==> src/rtl/riscv_pipe_pkg.sv <==
// Shared definitions for the 5-stage RISC-V pipeline: ALU op codes, register
// index constants and the packed control bundle carried between stages.
package riscv_pipe_pkg;

    localparam int ALUOP_W   = 4;
    localparam int REG_IDX_W = 5;

    localparam logic [REG_IDX_W-1:0] REG_X0 = '0;

    typedef enum logic [ALUOP_W-1:0] {
        ALU_ADD    = 4'd0,
        ALU_SUB    = 4'd1,
        ALU_AND    = 4'd2,
        ALU_OR     = 4'd3,
        ALU_XOR    = 4'd4,
        ALU_SLL    = 4'd5,
        ALU_SRL    = 4'd6,
        ALU_SRA    = 4'd7,
        ALU_SLT    = 4'd8,
        ALU_SLTU   = 4'd9,
        ALU_COPY_B = 4'd10
    } alu_op_e;

    typedef struct packed {
        logic               reg_write;
        logic               mem_read;
        logic               mem_write;
        logic               mem_to_reg;
        logic               alu_src;
        logic [ALUOP_W-1:0] alu_op;
    } ctrl_t;

    localparam ctrl_t BUBBLE_CTRL = '0;

    // True when an instruction really reads register idx and idx is rd.
    function automatic logic reads_reg(input logic                 uses,
                                       input logic [REG_IDX_W-1:0] idx,
                                       input logic [REG_IDX_W-1:0] rd);
        return uses & (idx == rd);
    endfunction

endpackage

==> src/rtl/load_use_detect.sv <==
// Combinational load-use hazard check between the load sitting in EX and the
// instruction currently in ID. A load into x0 never creates a dependency.
module load_use_detect
    import riscv_pipe_pkg::*;
(
    input  logic                 ex_valid_i,
    input  logic                 ex_mem_read_i,
    input  logic [REG_IDX_W-1:0] ex_rd_i,
    input  logic                 id_valid_i,
    input  logic                 id_uses_rs1_i,
    input  logic                 id_uses_rs2_i,
    input  logic [REG_IDX_W-1:0] id_rs1_i,
    input  logic [REG_IDX_W-1:0] id_rs2_i,
    output logic                 load_use_o
);

    logic ex_is_load;
    logic src_match;

    always_comb begin
        ex_is_load = ex_valid_i & ex_mem_read_i & (ex_rd_i != REG_X0);
        src_match  = reads_reg(id_uses_rs1_i, id_rs1_i, ex_rd_i)
                   | reads_reg(id_uses_rs2_i, id_rs2_i, ex_rd_i);
        load_use_o = ex_is_load & id_valid_i & src_match;
    end

endmodule

==> src/rtl/id_ex_hazard_stage.sv <==
// ID/EX pipeline register with load-use bubble insertion, EX flush, memory
// freeze and a saturating count of the bubbles inserted for load-use.
module id_ex_hazard_stage #(
    parameter int XLEN    = 32,
    parameter int ALUOP_W = riscv_pipe_pkg::ALUOP_W,
    parameter int CNT_W   = 16
) (
    input  logic                                 clk,
    input  logic                                 rst_n,
    input  logic                                 id_valid_i,
    input  logic [riscv_pipe_pkg::REG_IDX_W-1:0] id_rs1_i,
    input  logic [riscv_pipe_pkg::REG_IDX_W-1:0] id_rs2_i,
    input  logic [riscv_pipe_pkg::REG_IDX_W-1:0] id_rd_i,
    input  logic                                 id_uses_rs1_i,
    input  logic                                 id_uses_rs2_i,
    input  logic [XLEN-1:0]                      id_pc_i,
    input  logic [XLEN-1:0]                      id_rs1_data_i,
    input  logic [XLEN-1:0]                      id_rs2_data_i,
    input  logic [XLEN-1:0]                      id_imm_i,
    input  logic                                 id_reg_write_i,
    input  logic                                 id_mem_read_i,
    input  logic                                 id_mem_write_i,
    input  logic                                 id_mem_to_reg_i,
    input  logic                                 id_alu_src_i,
    input  logic [ALUOP_W-1:0]                   id_alu_op_i,
    input  logic                                 flush_ex_i,
    input  logic                                 mem_busy_i,
    output logic                                 stall_if_id_o,
    output logic                                 ex_valid_o,
    output logic [riscv_pipe_pkg::REG_IDX_W-1:0] ex_rs1_o,
    output logic [riscv_pipe_pkg::REG_IDX_W-1:0] ex_rs2_o,
    output logic [riscv_pipe_pkg::REG_IDX_W-1:0] ex_rd_o,
    output logic [XLEN-1:0]                      ex_pc_o,
    output logic [XLEN-1:0]                      ex_rs1_data_o,
    output logic [XLEN-1:0]                      ex_rs2_data_o,
    output logic [XLEN-1:0]                      ex_imm_o,
    output logic                                 ex_reg_write_o,
    output logic                                 ex_mem_read_o,
    output logic                                 ex_mem_write_o,
    output logic                                 ex_mem_to_reg_o,
    output logic                                 ex_alu_src_o,
    output logic [ALUOP_W-1:0]                   ex_alu_op_o,
    output logic [CNT_W-1:0]                     load_use_stall_cnt_o
);

    import riscv_pipe_pkg::*;

    localparam int CTRL_OP_W = $bits(ctrl_t) - 5;
    localparam logic [CNT_W-1:0] CNT_MAX = '1;

    typedef struct packed {
        logic                 valid;
        logic [REG_IDX_W-1:0] rs1;
        logic [REG_IDX_W-1:0] rs2;
        logic [REG_IDX_W-1:0] rd;
        logic [XLEN-1:0]      pc;
        logic [XLEN-1:0]      rs1_data;
        logic [XLEN-1:0]      rs2_data;
        logic [XLEN-1:0]      imm;
        ctrl_t                ctrl;
    } ex_stage_t;

    ex_stage_t        id_stage;
    ex_stage_t        ex_q;
    ex_stage_t        ex_d;
    logic [CNT_W-1:0] cnt_q;
    logic [CNT_W-1:0] cnt_d;
    logic             load_use;

    load_use_detect u_load_use_detect (
        .ex_valid_i    (ex_q.valid),
        .ex_mem_read_i (ex_q.ctrl.mem_read),
        .ex_rd_i       (ex_q.rd),
        .id_valid_i    (id_valid_i),
        .id_uses_rs1_i (id_uses_rs1_i),
        .id_uses_rs2_i (id_uses_rs2_i),
        .id_rs1_i      (id_rs1_i),
        .id_rs2_i      (id_rs2_i),
        .load_use_o    (load_use)
    );

    // Gather the ID-side fields into the same shape as the EX register.
    always_comb begin
        id_stage                 = '0;
        id_stage.valid           = id_valid_i;
        id_stage.rs1             = id_rs1_i;
        id_stage.rs2             = id_rs2_i;
        id_stage.rd              = id_rd_i;
        id_stage.pc              = id_pc_i;
        id_stage.rs1_data        = id_rs1_data_i;
        id_stage.rs2_data        = id_rs2_data_i;
        id_stage.imm             = id_imm_i;
        id_stage.ctrl.reg_write  = id_reg_write_i;
        id_stage.ctrl.mem_read   = id_mem_read_i;
        id_stage.ctrl.mem_write  = id_mem_write_i;
        id_stage.ctrl.mem_to_reg = id_mem_to_reg_i;
        id_stage.ctrl.alu_src    = id_alu_src_i;
        id_stage.ctrl.alu_op     = CTRL_OP_W'(id_alu_op_i);
    end

    // Freeze beats flush beats load-use; a flushed load-use is not counted
    // because the dependent instruction is being discarded anyway.
    always_comb begin
        ex_d  = ex_q;
        cnt_d = cnt_q;
        if (!mem_busy_i) begin
            if (flush_ex_i) begin
                ex_d      = '0;
                ex_d.ctrl = BUBBLE_CTRL;
            end else if (load_use) begin
                ex_d      = '0;
                ex_d.ctrl = BUBBLE_CTRL;
                if (cnt_q != CNT_MAX) begin
                    cnt_d = cnt_q + CNT_W'(1);
                end
            end else begin
                ex_d = id_stage;
            end
        end
    end

    // Reset leaves a bubble in EX so nothing is pending when the pipe starts.
    always_ff @(posedge clk or negedge rst_n) begin
        if (!rst_n) begin
            ex_q  <= '0;
            cnt_q <= '0;
        end else begin
            ex_q  <= ex_d;
            cnt_q <= cnt_d;
        end
    end

    assign stall_if_id_o        = mem_busy_i | (load_use & ~flush_ex_i);

    assign ex_valid_o           = ex_q.valid;
    assign ex_rs1_o             = ex_q.rs1;
    assign ex_rs2_o             = ex_q.rs2;
    assign ex_rd_o              = ex_q.rd;
    assign ex_pc_o              = ex_q.pc;
    assign ex_rs1_data_o        = ex_q.rs1_data;
    assign ex_rs2_data_o        = ex_q.rs2_data;
    assign ex_imm_o             = ex_q.imm;
    assign ex_reg_write_o       = ex_q.ctrl.reg_write;
    assign ex_mem_read_o        = ex_q.ctrl.mem_read;
    assign ex_mem_write_o       = ex_q.ctrl.mem_write;
    assign ex_mem_to_reg_o      = ex_q.ctrl.mem_to_reg;
    assign ex_alu_src_o         = ex_q.ctrl.alu_src;
    assign ex_alu_op_o          = ALUOP_W'(ex_q.ctrl.alu_op);
    assign load_use_stall_cnt_o = cnt_q;

endmodule

==> config.mk <==
export PLATFORM = sky130hd
export DESIGN_NAME = id_ex_hazard_stage
export DESIGN_NICKNAME = d
export VERILOG_FILES = /design/src/rtl/riscv_pipe_pkg.sv /design/src/rtl/load_use_detect.sv /design/src/rtl/id_ex_hazard_stage.sv
export SDC_FILE = /design/constraint.sdc
export NUM_CORES = 1
export LEC_CHECK = 0
export CAP_MARGIN = 25
export CELL_PAD_IN_SITES_DETAIL_PLACEMENT = 0
export CELL_PAD_IN_SITES_GLOBAL_PLACEMENT = 2
export CORE_AREA = 2 2 160 162
export CTS_CLUSTER_DIAMETER = 200
export DETAILED_ROUTE_END_ITERATION = 12
export DIE_AREA = 0 0 162 164
export PLACE_DENSITY = 0.84
export SYNTH_ARGS = -nofsm -noshare
export SYNTH_HDL_FRONTEND = slang
export SYNTH_SLANG_ARGS = --single-unit
==> constraint.sdc <==
create_clock -name clk -period 4.55 [get_ports clk]
set_input_delay 1.365 -clock clk [delete_from_list [all_inputs] [get_ports clk]]
set_output_delay 1.365 -clock clk [all_outputs]
set_load 0.1 [all_outputs]
### After elaboration in Yosys (flattened, before gate mapping)

Cells that the tools add are included.

* latch bits: 0
* register bits: 169
* memories kept: 0
* bits of input ports: 159
* memory bits (read-only): 0
* RAM bits: 0

* multiplexer cells: 2
* reductions and logical operators: 2
* bitwise operators: 11
* eq/ne operators: 3
* div/mod/pow operators: 0
* $mul: 0
* $lt $le $gt $ge: 0
* add/sub/neg operators: 1
* shift operators: 0

Operator list (number)
* $mux W153: 2
* $add A16 B1 Y16 const B: 1
* $ne A16 B16 Y1 const B: 1
* $eq A5 B5 Y1: 2
* $and A1 B1 Y1: 7
* $reduce_bool A5 Y1: 1
* $reduce_and A4 Y1: 1
* $not A1 Y1: 2
* $or A1 B1 Y1: 2

### Logic depth before layout (Yosys ltp)

Gate-level depths: netlist of run 1.

* word-level depth: 6
* mapped depth: 8
* depth with buffers taken out: 6

### By module

A second synthesis of run 1 with hierarchy kept.

* cells, all modules: 432
* area, all modules: 6289.8 um^2

By module, submodules not included
* id_ex_hazard_stage: times used 1, area each 6158.4 um^2, cells an instance 415, sequential area each 4229.1 um^2
* load_use_detect: times used 1, area each 131.4 um^2, cells an instance 17, sequential area each 0.0 um^2

### Worst setup path after synthesis of run 1

Ideal clock, no wire load.

* kind: input -> output
* start: input id_rs1_i[1] (netlist name)
* end: output stall_if_id_o
* stages: 5
* arrival: 2.902 ns
* required time: 3.185 ns
* setup slack: 0.283 ns
* cell sequence: xnor2_1 -> nand4_1 -> o22ai_2 -> clkbuf_1 -> a21o_1

* cells in the longest elaborated chain, start to end: 6

Ends and longest elaborated chain
* start, declared: line id_ex_hazard_stage.sv:11 `input logic [riscv_pipe_pkg::REG_IDX_W-1:0] id_rs1_i,`
* $eq A5 B5 Y1: line riscv_pipe_pkg.sv:39 `return uses & (idx == rd);`
* $and A1 B1 Y1: line riscv_pipe_pkg.sv:39
* $or A1 B1 Y1: line load_use_detect.sv:23 `| reads_reg(id_uses_rs2_i, id_rs2_i, ex_rd_i);`
* $and A1 B1 Y1: line load_use_detect.sv:24 `load_use_o = ex_is_load & id_valid_i & src_match;`
* $and A1 B1 Y1: line id_ex_hazard_stage.sv:133 `assign stall_if_id_o = mem_busy_i | (load_use & ~flush_ex_i);`
* $or A1 B1 Y1: line id_ex_hazard_stage.sv:133
* end, declared: line id_ex_hazard_stage.sv:28 `output logic stall_if_id_o,`

Every way passes these cells.

### Worst setup path in the final report of run 1

* start: input id_rs1_i[4] (netlist name)
* end: output stall_if_id_o

The elaborated chain is that of the path after synthesis.

==> reports/results.tsv, run 1 <==
metric	value	unit
Tcrit/Tclk final	0.895	
Post-Route WL	21900	µm
Arr. time, crit path	2710	ps
post-CTS setup buffer count	0	
Clk Latency, worst-skew pair	430	ps
routed length per instance	19.9	µm
die height	164	µm
Max clock buf depth	2	
Initial DRC Count	362	
syn avg cell area	14.5	µm²
setup TNS	0	ps
Req. time, crit path	3180	ps
Die ar.	0.0266	mm²
row count	58	
post-route setup slack	476	ps
Layout Nets	919	
Core Region	0.0248	mm²
Post-synth EDFFs	0	
Ys Warns	0	
Worst Reg-to-Reg Cells	5	
hold_sp	ex_imm_o[7]	
CTS root buffer	clkbuf_16	
CP Launch Type	primary input	
critical path launch point	id_rs1_i[4]	
mapped cell area	0.00659	mm²
clock slew at reported path FFs	60	ps
crit path max fanout	2	
Worst-Margin Slew	1050	ps
Synth area leaders	dfrtp_1 (64%), a32o_1 (23%), xnor2_1 (3.3%)	
largest net degree at the start of global routing	85	
Synth async-reset ratio	1.00	
Hold Path Stages	1	
Placement Setup Slack	462	ps
Max Slew Vio Count	0	
Die Wd	162	µm
Cell Area, Placed	0.0102	mm²
Synth cell types	29	
routed vias	5603	
Finish-stage setup viols	0	
Tot GR Track Use	0.161	
Mapped Nets	613	
Routed Antenna Nets	0	
H-tree depth	4	
commonest non-fill, non-tap cell in the layout	clkdlybuf4s50_1	
Synth area leader	dfrtp_1	
fmax	245	MHz
design area	0.0108	mm²
Layout Cells excl Fill	1102	
Hold Fails Final Rpt	0	
area added between synthesis and finish	63.1	%
vias in the first global route	5618	
Gate Count Post-Synth	453	
post-synthesis register bit count	169	
placed instance count	1070	
DRC	0	
Pwr Total	4.44	mW
status	complete, no violations	
CTS sink cnt	169	
R2R Setup Slk	2030	ps
Critical Path End Type	output pin	
I/O Buffers	328	
top cell type's share of synthesized area	0.642	
Max IR drop VDD	0.000237	V
end of the worst hold path	ex_imm_o[7]	
Top-Level Pins	329	
RR Startpoint	ex_rd_o[0]	
GRT overflow	0	
Worst Hold Class	flip-flop to flip-flop	
antenna violations before repair	0	
placer congestion estimate	0.780	
P per Cell Area	413	mW/mm²
HPWL after DPL	14500	µm
share of layout cells above drive strength 1	0.0699	
CTS buffer count	17	
WS Path Type	primary input to output pin	
Pre-antenna DRT Iters	5	
Initial Util	0.266	
first-pass GRT wire length	33300	µm
post-CTS sizing	0	
min cycle time layout	4070	ps
Most used DFF post-synth	dfrtp_1	
most frequent cells in the layout	clkdlybuf4s50_1 (325), dfrtp_1 (169), a32o_1 (153), xnor2_1 (25), clkbuf_16 (17)	
clk_skew	20.3	ps
register area share after synthesis	0.642	
slew margin rel.	0.299	
CTS tree	yes	
RSZ-0062 raised after global routing	no	
Max-Cap Viols	0	
Fillers	2359	
via-per-instance ratio	5.08	
Hold-fix buffers, CTS	0	
worst r2r dst	ex_pc_o[21]	
Leakage	4.30	nW
n_diodes	0	
[state kept, by name, indices dropped and copies added, names as in the netlist]
name	flops
ex_alu_src_o	1
ex_rs1_data_o	32
ex_mem_to_reg_o	1
ex_mem_write_o	1
ex_rs2_data_o	32
ex_alu_op_o	4
ex_mem_read_o	1
ex_reg_write_o	1
load_use_stall_cnt_o	16
ex_rs1_o	5
ex_rd_o	5
ex_valid_o	1
ex_pc_o	32
ex_imm_o	32
ex_rs2_o	5
[synthesized netlist by cell type, drive strengths merged, types with 2 or more instances]
master	n
a32o	153
and3	6
and4	2
buf	17
clkbuf	35
dfrtp	169
nand2	5
nand3	8
nand3b	2
nand4	10
nor2	8
xnor2	25
[final cells by class]
cell class                 count  area (µm²)  area share
timing repair buffer         339        3440       0.320
clock inverter                14         135      0.0126
tap                          330         413      0.0384
clock buffer                  18         429      0.0399
sequential                   169        4230       0.393
multi-input combinational    232        2110       0.196
[power breakdown]
part,internal (mW),leakage [nW],switching (mW)
registers,1.61,2.22,0.0631
logic,0.389,1.81,0.990
clock network,0.724,0.267,0.670
total,2.72,4.30,1.72
[worst max path at each step]
stage	endpoint	depth (start not counted)
global placement	stall_if_id_o	6
floorplan	stall_if_id_o	5
detailed placement	stall_if_id_o	6
global route	stall_if_id_o	6
CTS	stall_if_id_o	6
finish	stall_if_id_o	6
[cells by family (layout without fill, tap and decap cells)]
group | count (synthesis) | in the layout | share of synthesized area
buffers and inverters | 52 | 371 | 0.0408
AO/OA/AOI/OAI | 156 | 156 | 0.237
XOR/XNOR | 25 | 25 | 0.0332
AND/OR/NAND/NOR | 49 | 49 | 0.0439
flip-flops | 169 | 169 | 0.642
adder cells (fa/ha/maj) | 1 | 1 | 0.00190
multiplexers | 1 | 1 | 0.00171
[stage by stage]
step           utilization  hold slack, ps
6_report             0.433             491
5_1_grt              0.433             502
4_1_cts              0.433             495
3_5_place_dp         0.410             480
3_3_place_gp         0.410             472
2_1_floorplan            -            1050
[worst max-delay path, stage by stage]
cell	delay, ps
clkdlybuf4s50_1	500
xnor2_1	130
nand4_1	130
o22ai_2	220
a21o_1	180
buf_12	180
[metal layers]
layer | vias to the layer above | global-route usage | part of all wire
met3 | 18 | 0.0593 | 0.088
met2 | 243 | 0.258 | 0.48
met4 | 0 | 0.0491 | 0.016
met5 | - | 0 | 0
met1 | 2872 | 0.202 | 0.42
li1 | 2470 | - | -
(Power assumes the default switching activity.)
==> run 2: changes to the inputs <==
Settings changed: CORE_AREA 2 2 160 162 to 2 2 157 159, CTS_BUF_LIST from default to sky130_fd_sc_hd__clkbuf_2 sky130_fd_sc_hd__clkbuf_4 sky130_fd_sc_hd__clkbuf_8, DIE_AREA 0 0 162 164 to 0 0 159 161, PLACE_DENSITY 0.84 to 0.87.
==> reports/results.tsv, run 2 (synthesis gave the netlist of run 1 again) <==
metric	value	unit	change
slew margin rel.	0.298		-0.00158
row count	57		-1.7%
Finish-stage setup viols	0		unchanged
post-CTS sizing	0		unchanged
Die ar.	0.0256	mm²	-3.6%
Initial DRC Count	322		-11%
Post-Route WL	20800	µm	-5.2%
first-pass GRT wire length	32200	µm	-3.2%
Die Wd	159	µm	-1.9%
Max-Cap Viols	0		unchanged
setup TNS	0	ps	unchanged
die height	161	µm	-1.8%
area added between synthesis and finish	59.3	%	
Leakage	4.18	nW	-2.9%
most frequent cells in the layout	clkdlybuf4s50_1 (325), dfrtp_1 (169), a32o_1 (153), xnor2_1 (25), clkbuf_8 (18)		
Layout Cells excl Fill	1093		-0.82%
CTS root buffer	clkbuf_8		
Critical Path End Type	output pin		
Comb pwr share	0.337		+0.027
Tot GR Track Use	0.158		-0.00264
Tcrit/Tclk final	0.931		+0.0357
Top-Level Pins	329		unchanged
sequential power share	0.409		+0.033
vias in the first global route	5625		+0.12%
Arr. time, crit path	2870	ps	+160 ps
Hold Fails Final Rpt	0		unchanged
largest net degree at the start of global routing	83		-2.4%
crit path max fanout	3		+1
Req. time, crit path	3180	ps	about the same
Psw	1.63	mW	-5.4%
via-per-instance ratio	5.09		about the same
WS Path Type	primary input to output pin		
HPWL after DPL	13900	µm	-4.1%
GRT overflow	0		unchanged
sw frac	0.400		+0.0125
commonest non-fill, non-tap cell in the layout	clkdlybuf4s50_1		
min cycle time layout	4240	ps	+162 ps
Layout Nets	918		-0.11%
clock slew at reported path FFs	80	ps	+20 ps
Hold-fix buffers, CTS	0		unchanged
I/O Buffers	328		unchanged
Clock power frac	0.254		-0.060
Worst Hold Class	flip-flop to flip-flop		
clk_skew	18.2	ps	-2.16 ps
Max Slew Vio Count	0		unchanged
CTS buffer count	17		unchanged
Max IR drop VDD	0.000218	V	-8.2%
CTS sink cnt	169		unchanged
share of layout cells above drive strength 1	0.0676		-0.00233
status	complete, no violations		
routed length per instance	19.0	µm	-4.4%
final design utilization	0.438		+0.00503
fmax	236	MHz	-3.8%
Pre-antenna DRT Iters	4		-1
H-tree depth	4		unchanged
antenna violations before repair	1		+1
slowest CP cell	clkdlybuf4s50_1		
placed instance count	1063		-0.65%
placer congestion estimate	0.834		+7.0%
P per Cell Area	388	mW/mm²	-6.1%
Max clock buf depth	2		unchanged
Clk Latency, worst-skew pair	440	ps	about the same
Initial Util	0.275		+0.00948
Routed Antenna Nets	0		unchanged
DRC	0		unchanged
Worst-Margin Slew	1050	ps	+2.36 ps
n_diodes	0		unchanged
CP Launch Type	primary input		
RSZ-0062 raised after global routing	no		
Internal Pwr Total	2.44	mW	-10%
post-CTS setup buffer count	0		unchanged
CP peak stage delay	500	ps	about the same
Core Region	0.0240	mm²	-3.4%
routed vias	5559		-0.79%
worst path cell trace	clkdlybuf4s50_1, xnor2_1, nand4_1, o22ai_2, a21o_1, buf_12		
CTS tree	yes		
[run 2: cell types whose count changed in the layout (fill, tap and decap cells not counted)]
cell,change
clkinv_4,-1
buf_4,+2
clkbuf_16,-17
buf_12,-3
inv_8,-2
clkbuf_1,-1
clkinvlp_4,+3
clkinv_8,-2
bufinv_16,+1
clkinv_2,-1
clkbuf_8,+18
[run 2: worst paths after layout]
kind / start / to / slack, ps / cells after the start
max in group asynchronous: rst_n / ex_pc_o[30] / 2630 / 2
min in group asynchronous: rst_n / ex_rs2_data_o[27] / 970 / 1
setup / recovery: id_rs1_i[2] / stall_if_id_o / 310 / 6
hold reg to reg: ex_imm_o[19] / ex_imm_o[19] / 490 / 1
hold / removal: ex_imm_o[19] / ex_imm_o[19] / 490 / 1
setup reg to reg: ex_rd_o[3] / ex_rs2_data_o[22] / 2000 / 5
[run 2: power by group through the flow]
stage               sequential (mW)  clock (mW)  combinational [mW]
floorplan                      2.47           0               0.153
global placement               1.69           0                1.38
detailed placement             1.70           0                1.38
CTS                            1.67        1.08                1.38
global route                   1.68        1.14                1.41
finish                         1.67        1.03                1.37
[run 2: worst max-delay path, delay by kind of cell]
kind / cells / cell delay [ps]
buffers and inverters: 2 / 680
AOI/OAI and AO/OA: 2 / 520
xor gates and xnor gates: 1 / 150
and+or+nand+nor: 1 / 140
[run 2: metrics by stage]
step	hold slack [ps]	setup WS, ps	cell area, µm²	power, mW
after global placement	472	320	10100	3.07
after CTS	500	302	10500	4.13
after floorplan	1050	283	6590	2.62
after global routing	507	226	10500	4.23
after detailed placement	480	313	10100	3.08
final	492	314	10500	4.07
[run 2: per-layer routing]
layer  share of wire  GRT usage  vias up
li1                -          -     2457
met1            0.42      0.197     2823
met2            0.47      0.252      253
met3           0.082     0.0598       24
met4           0.021     0.0545        2
met5         0.00063          0        -
[run 2: final cells by class]
| type | count | area (µm²) |
|---|---|---|
| clock buffers | 18 | 248 |
| clock inverters | 12 | 119 |
| fillers | 2282 | 13500 |
| multi-input cells | 232 | 2110 |
| flip-flops and latches | 169 | 4230 |
| well taps | 324 | 405 |
| repair buffers | 338 | 3390 |
==> patch 1: new RTL, config.mk and constraints of run 1 <==
Change the package constant `REG_X0` from '0 to 1.
--- a/src/rtl/riscv_pipe_pkg.sv
+++ b/src/rtl/riscv_pipe_pkg.sv
@@ -7,3 +7,3 @@
 
-    localparam logic [REG_IDX_W-1:0] REG_X0 = '0;
+    localparam logic [REG_IDX_W-1:0] REG_X0 = 1;
 
Formal check against the unedited RTL: not equivalent (a bounded check fails within 4 cycles, from zero or initial values and one cycle with rst_n low).
==> patch 1 against run 1 <==
  * Highest routed layer unchanged
  * Global-route usage shrank 0.27 points
  * Critical endpoint unchanged
  * Worst setup slack lost 22 ps
  * Sequential cell count is the same
  * Cell area grew 0.21%
  * Wire length shrank 2.0%
  * Power grew 3.4%
  * Area after synthesis grew 0.40%
  * Maximum frequency shrank 0.53%
==> patch 1: results (changes against run 1) <==
* Power Internal at 2.88 mW (+5.8%)
* GR Util met2 at 0.253 (-0.00484)
* Share of total power in combinational logic at 0.299 (-0.011)
* DP Area at 10200 um^2 (-0.27%)
* HPWL after DPL at 14200 um (-2.1%)
* Hold_ws at 489 ps (-2.19 ps)
* Drt initial violations at 355 (-1.9%)
* Adder-cell share of the synthesized area at 0.00189 (-0.00000754)
* Maximum VDD drop at 0.200 mV (-16%)
* Commonest cells post-synth: dfrtp_1, a32o_1, clkbuf_1
* Sequential element share of the synthesized area at 0.639 (-0.00255)
* Synth area leaders: dfrtp_1, a32o_1, xnor2_1, clkbuf_1, buf_6
* FF-to-FF setup slack at 1880 ps (-150 ps)
* Fillers at 2362 (+0.13%)
* Met1 Track Usage GR at 0.198 (-0.00462)
* Wire length on met3 at 2050 um (+5.9%)
* Antenna cells at 1 (+1)
* Worst-Margin Slew at 1060 ps (+17.3 ps)
* Post-synthesis mux area share at 0.00170 (-0.00000679)
* Mapped Area at 6620 um^2 (+0.40%)
* Compound-Gate Fraction of Synth Area at 0.241 (+0.00417)
* Setup Fix Bufs, Post-CTS at 0 (unchanged)
* Final non-clock buffer share at 0.314 (-0.00601)
* Clock buf/inv share at 0.0568 (+0.00430)
* Fraction of area in registers at 0.393 (-0.000822)
* Total Nets Final at 924 (+0.54%)
* Xor/xnor share of the synthesized area at 0.0318 (-0.00146)
* Clock net power at 1.55 mW (+12%)
* Drt via density at 4.99 (-1.9%)
* P_leak at 4.29 nW (-0.19%)
* Non-clk invs at 4 (+4)
* Placed insts at 1075 (+0.47%)
* Met3 Use GR at 0.0621 (+0.00278)
* Status: finished clean
* Non-clk bufs at 338 (-0.29%)
* Routed via count at 5520 (-1.5%)
* Arr. time, crit path at 2730 ps (+20 ps)
* Synthesized area per cell at 14.4 um^2 (-0.70%)
* Syn_nets at 618 (+0.82%)
* Share of cells above drive strength 1 at 0.0631 (-0.00680)
* Routability congestion estimate at 0.785 (+0.69%)
* Multi-In Gates at 234 (+0.86%)
* Clock Pin Slew Worst Setup and Hold Paths at 60 ps (about the same)
==> patch 1: changes by cell type after synthesis, moves of 3 or more <==
| cell | run 1 | this run |
|---|---|---|
| inv_1 | 0 | 4 |
| nand3_1 | 8 | 12 |
| nand4_1 | 10 | 6 |
| nand4b_1 | 0 | 3 |
| nor3_1 | 1 | 4 |
==> patch 1: path summary, 6_finish.rpt <==
path	from	endpoint
max	id_rs1_i[4]	stall_if_id_o
min	ex_imm_o[18]	ex_imm_o[18]
max reg2reg	ex_rd_o[3]	ex_rs2_data_o[22]
min reg2reg	ex_imm_o[18]	ex_imm_o[18]
max in group asynchronous	rst_n	load_use_stall_cnt_o[14]
min in group asynchronous	rst_n	ex_rs2_data_o[10]
==> patch 1: through the flow <==
| step | power (mW) | worst slack [ps] |
|---|---|---|
| finish | 4.59 | 454 |
| global route | 4.76 | 366 |
| CTS | 4.65 | 427 |
| detailed placement | 3.08 | 436 |
| global placement | 3.08 | 459 |
| floorplan | 2.62 | 269 |
==> patch 2: new RTL, config.mk and constraints of run 1 <==
Made on the original files. Reset style: synchronous (`rst_n`), changed in one clocked block.
--- a/src/rtl/id_ex_hazard_stage.sv
+++ b/src/rtl/id_ex_hazard_stage.sv
@@ -122,3 +122,3 @@
     // Reset leaves a bubble in EX so nothing is pending when the pipe starts.
-    always_ff @(posedge clk or negedge rst_n) begin
+    always_ff @(posedge clk) begin
         if (!rst_n) begin
Behaviour: differs if rst_n is asserted again (counterexample within 4 cycles, from zero or initial values and one cycle with rst_n low); with rst_n held inactive, the same outputs for 4 cycles.
==> patch 2 against run 1 <==
  * Worst setup slack got worse by 280 ps
  * Combinational power fell by 45%
  * Clock power rose by 6%
  * Area after synthesis fell by 15%
  * Power fell by 15%
  * Wire length fell by 12%
  * Clock skew fell by 0.56 ps
  * Cell area fell by 9.0%
  * Maximum frequency fell by 6.4%
  * Sequential cell count did not move
  * Count of clock-buffer cells in the layout rose by 1
  * Critical path depth rose by 1
==> patch 2: results (changes against run 1) <==
* Sequential element share of the synthesized area at 0.605 (-0.0372)
* Pre-antenna DRT Iters at 4 (-1)
* Post-synth cell types at 34 (+17%)
* Tightest Hold Check Type: reg2reg
* Worst-Skew Late Latency at 430 ps (about the same)
* Post-synth EDFFs at 0 (unchanged)
* Inserted Clock Buffers at 17 (unchanged)
* Arr. time, crit path at 2990 ps (+280 ps)
* Post-route DRC at 0 (unchanged)
* Slowest cell on the critical path: clkdlybuf4s50_1
* Number of global-route vias before repair at 5047 (-10%)
* Largest net degree at the start of global routing at 88 (+3.5%)
* R2R cell count at 8 (+3)
* Synth area leaders: dfxtp_1, a22o_1, xnor2_1, buf_6, clkbuf_1
* GRT Util Overall at 0.140 (-0.0201)
* Total Nets Final at 935 (+1.7%)
* DP Area at 9190 um^2 (-9.8%)
* Fraction of registers with async set/reset at 0 (-1.00)
* WL final at 19300 um (-12%)
* Final cell count without fillers at 1118 (+1.5%)
* Pre-CTS setup slack at 98.1 ps (-364 ps)
* Antenna cells at 0 (unchanged)
* Setup TNS Final at 0 ps (unchanged)
* Commonest cells post-synth: dfxtp_1, a22o_1, clkbuf_1
* Setup Fix Bufs, Post-CTS at 0 (unchanged)
* Maximum VDD drop at 0.192 mV (-19%)
* Cell count after synthesis at 459 (+1.3%)
* Share of cells above drive strength 1 at 0.0584 (-0.0116)
* Slew headroom at 0.263 (-0.0368)
* First-pass GRT wire length at 29200 um (-12%)
* P_leak at 3.61 nW (-16%)
* Antenna violations before repair at 0 (unchanged)
* Fin Clk Skew at 19.8 ps (-0.564 ps)
* Syn_nets at 619 (+0.98%)
* Routed via count at 4942 (-12%)
* HPWL after DPL at 13700 um (-5.9%)
* Total of warnings raised by yosys at 0 (unchanged)
* CP max stage delay at 530 ps (+30 ps)
* Cell chosen for the clock root: clkbuf_16
* Routability congestion estimate at 0.733 (-6.0%)
* Status: finished clean
* Drt initial violations at 232 (-36%)
* Synth Flop Type: dfxtp_1
==> patch 2: power by group <==
part / switching, mW / internal, mW
Sequential: 0.0309 / 1.53
Clock: 0.699 / 0.766
Combinational: 0.501 / 0.258
==> patch 2: worst paths after layout <==
path,to,slack (ps),startpoint
worst max-delay path,stall_if_id_o,200,id_rs2_i[3]
worst min-delay path,ex_pc_o[4],470,ex_pc_o[4]
worst max register to register,load_use_stall_cnt_o[1],2110,load_use_stall_cnt_o[0]
worst min register to register,ex_pc_o[4],470,ex_pc_o[4]
==> patch 2: final cells by class <==
class | count | area (um^2)
Clock buffer | 19 | 453
Clock inverter | 13 | 139
Fill cell | 2468 | 15000
Inverter | 4 | 15.0
Multi-Input combinational cell | 248 | 1990
Sequential cell | 169 | 3380
Tap cell | 330 | 413
Timing Repair Buffer | 335 | 3380
==> patch 2: kinds of logic after synthesis <==
logic type / Yosys count / synth area share
flip-flops: 169 / 0.605
multiplexers: 2 / 0.00358
AO/OA/AOI/OAI: 170 / 0.262
buffers and inverters: 42 / 0.0423
XOR/XNOR: 17 / 0.0266
adder cells (fa/ha/maj): 1 / 0.00224
AND/OR/NAND/NOR: 58 / 0.0583
==> patch 2: worst max-delay path, delay by kind of cell <==
| family | cells | cell delay (ps) |
|---|---|---|
| XOR/XNOR | 1 | 250 |
| AND/OR/NAND/NOR | 2 | 260 |
| AO/OA/AOI/OAI | 2 | 380 |
| buffers and inverters | 2 | 720 |
==> patch 2: routing by layer <==
metal | up-vias | part of all wire | track usage
li1 | 2389 | - | -
met1 | 2347 | 0.44 | 0.188
met2 | 180 | 0.47 | 0.213
met3 | 26 | 0.064 | 0.0419
met4 | 0 | 0.023 | 0.0543
met5 | - | 0 | 0
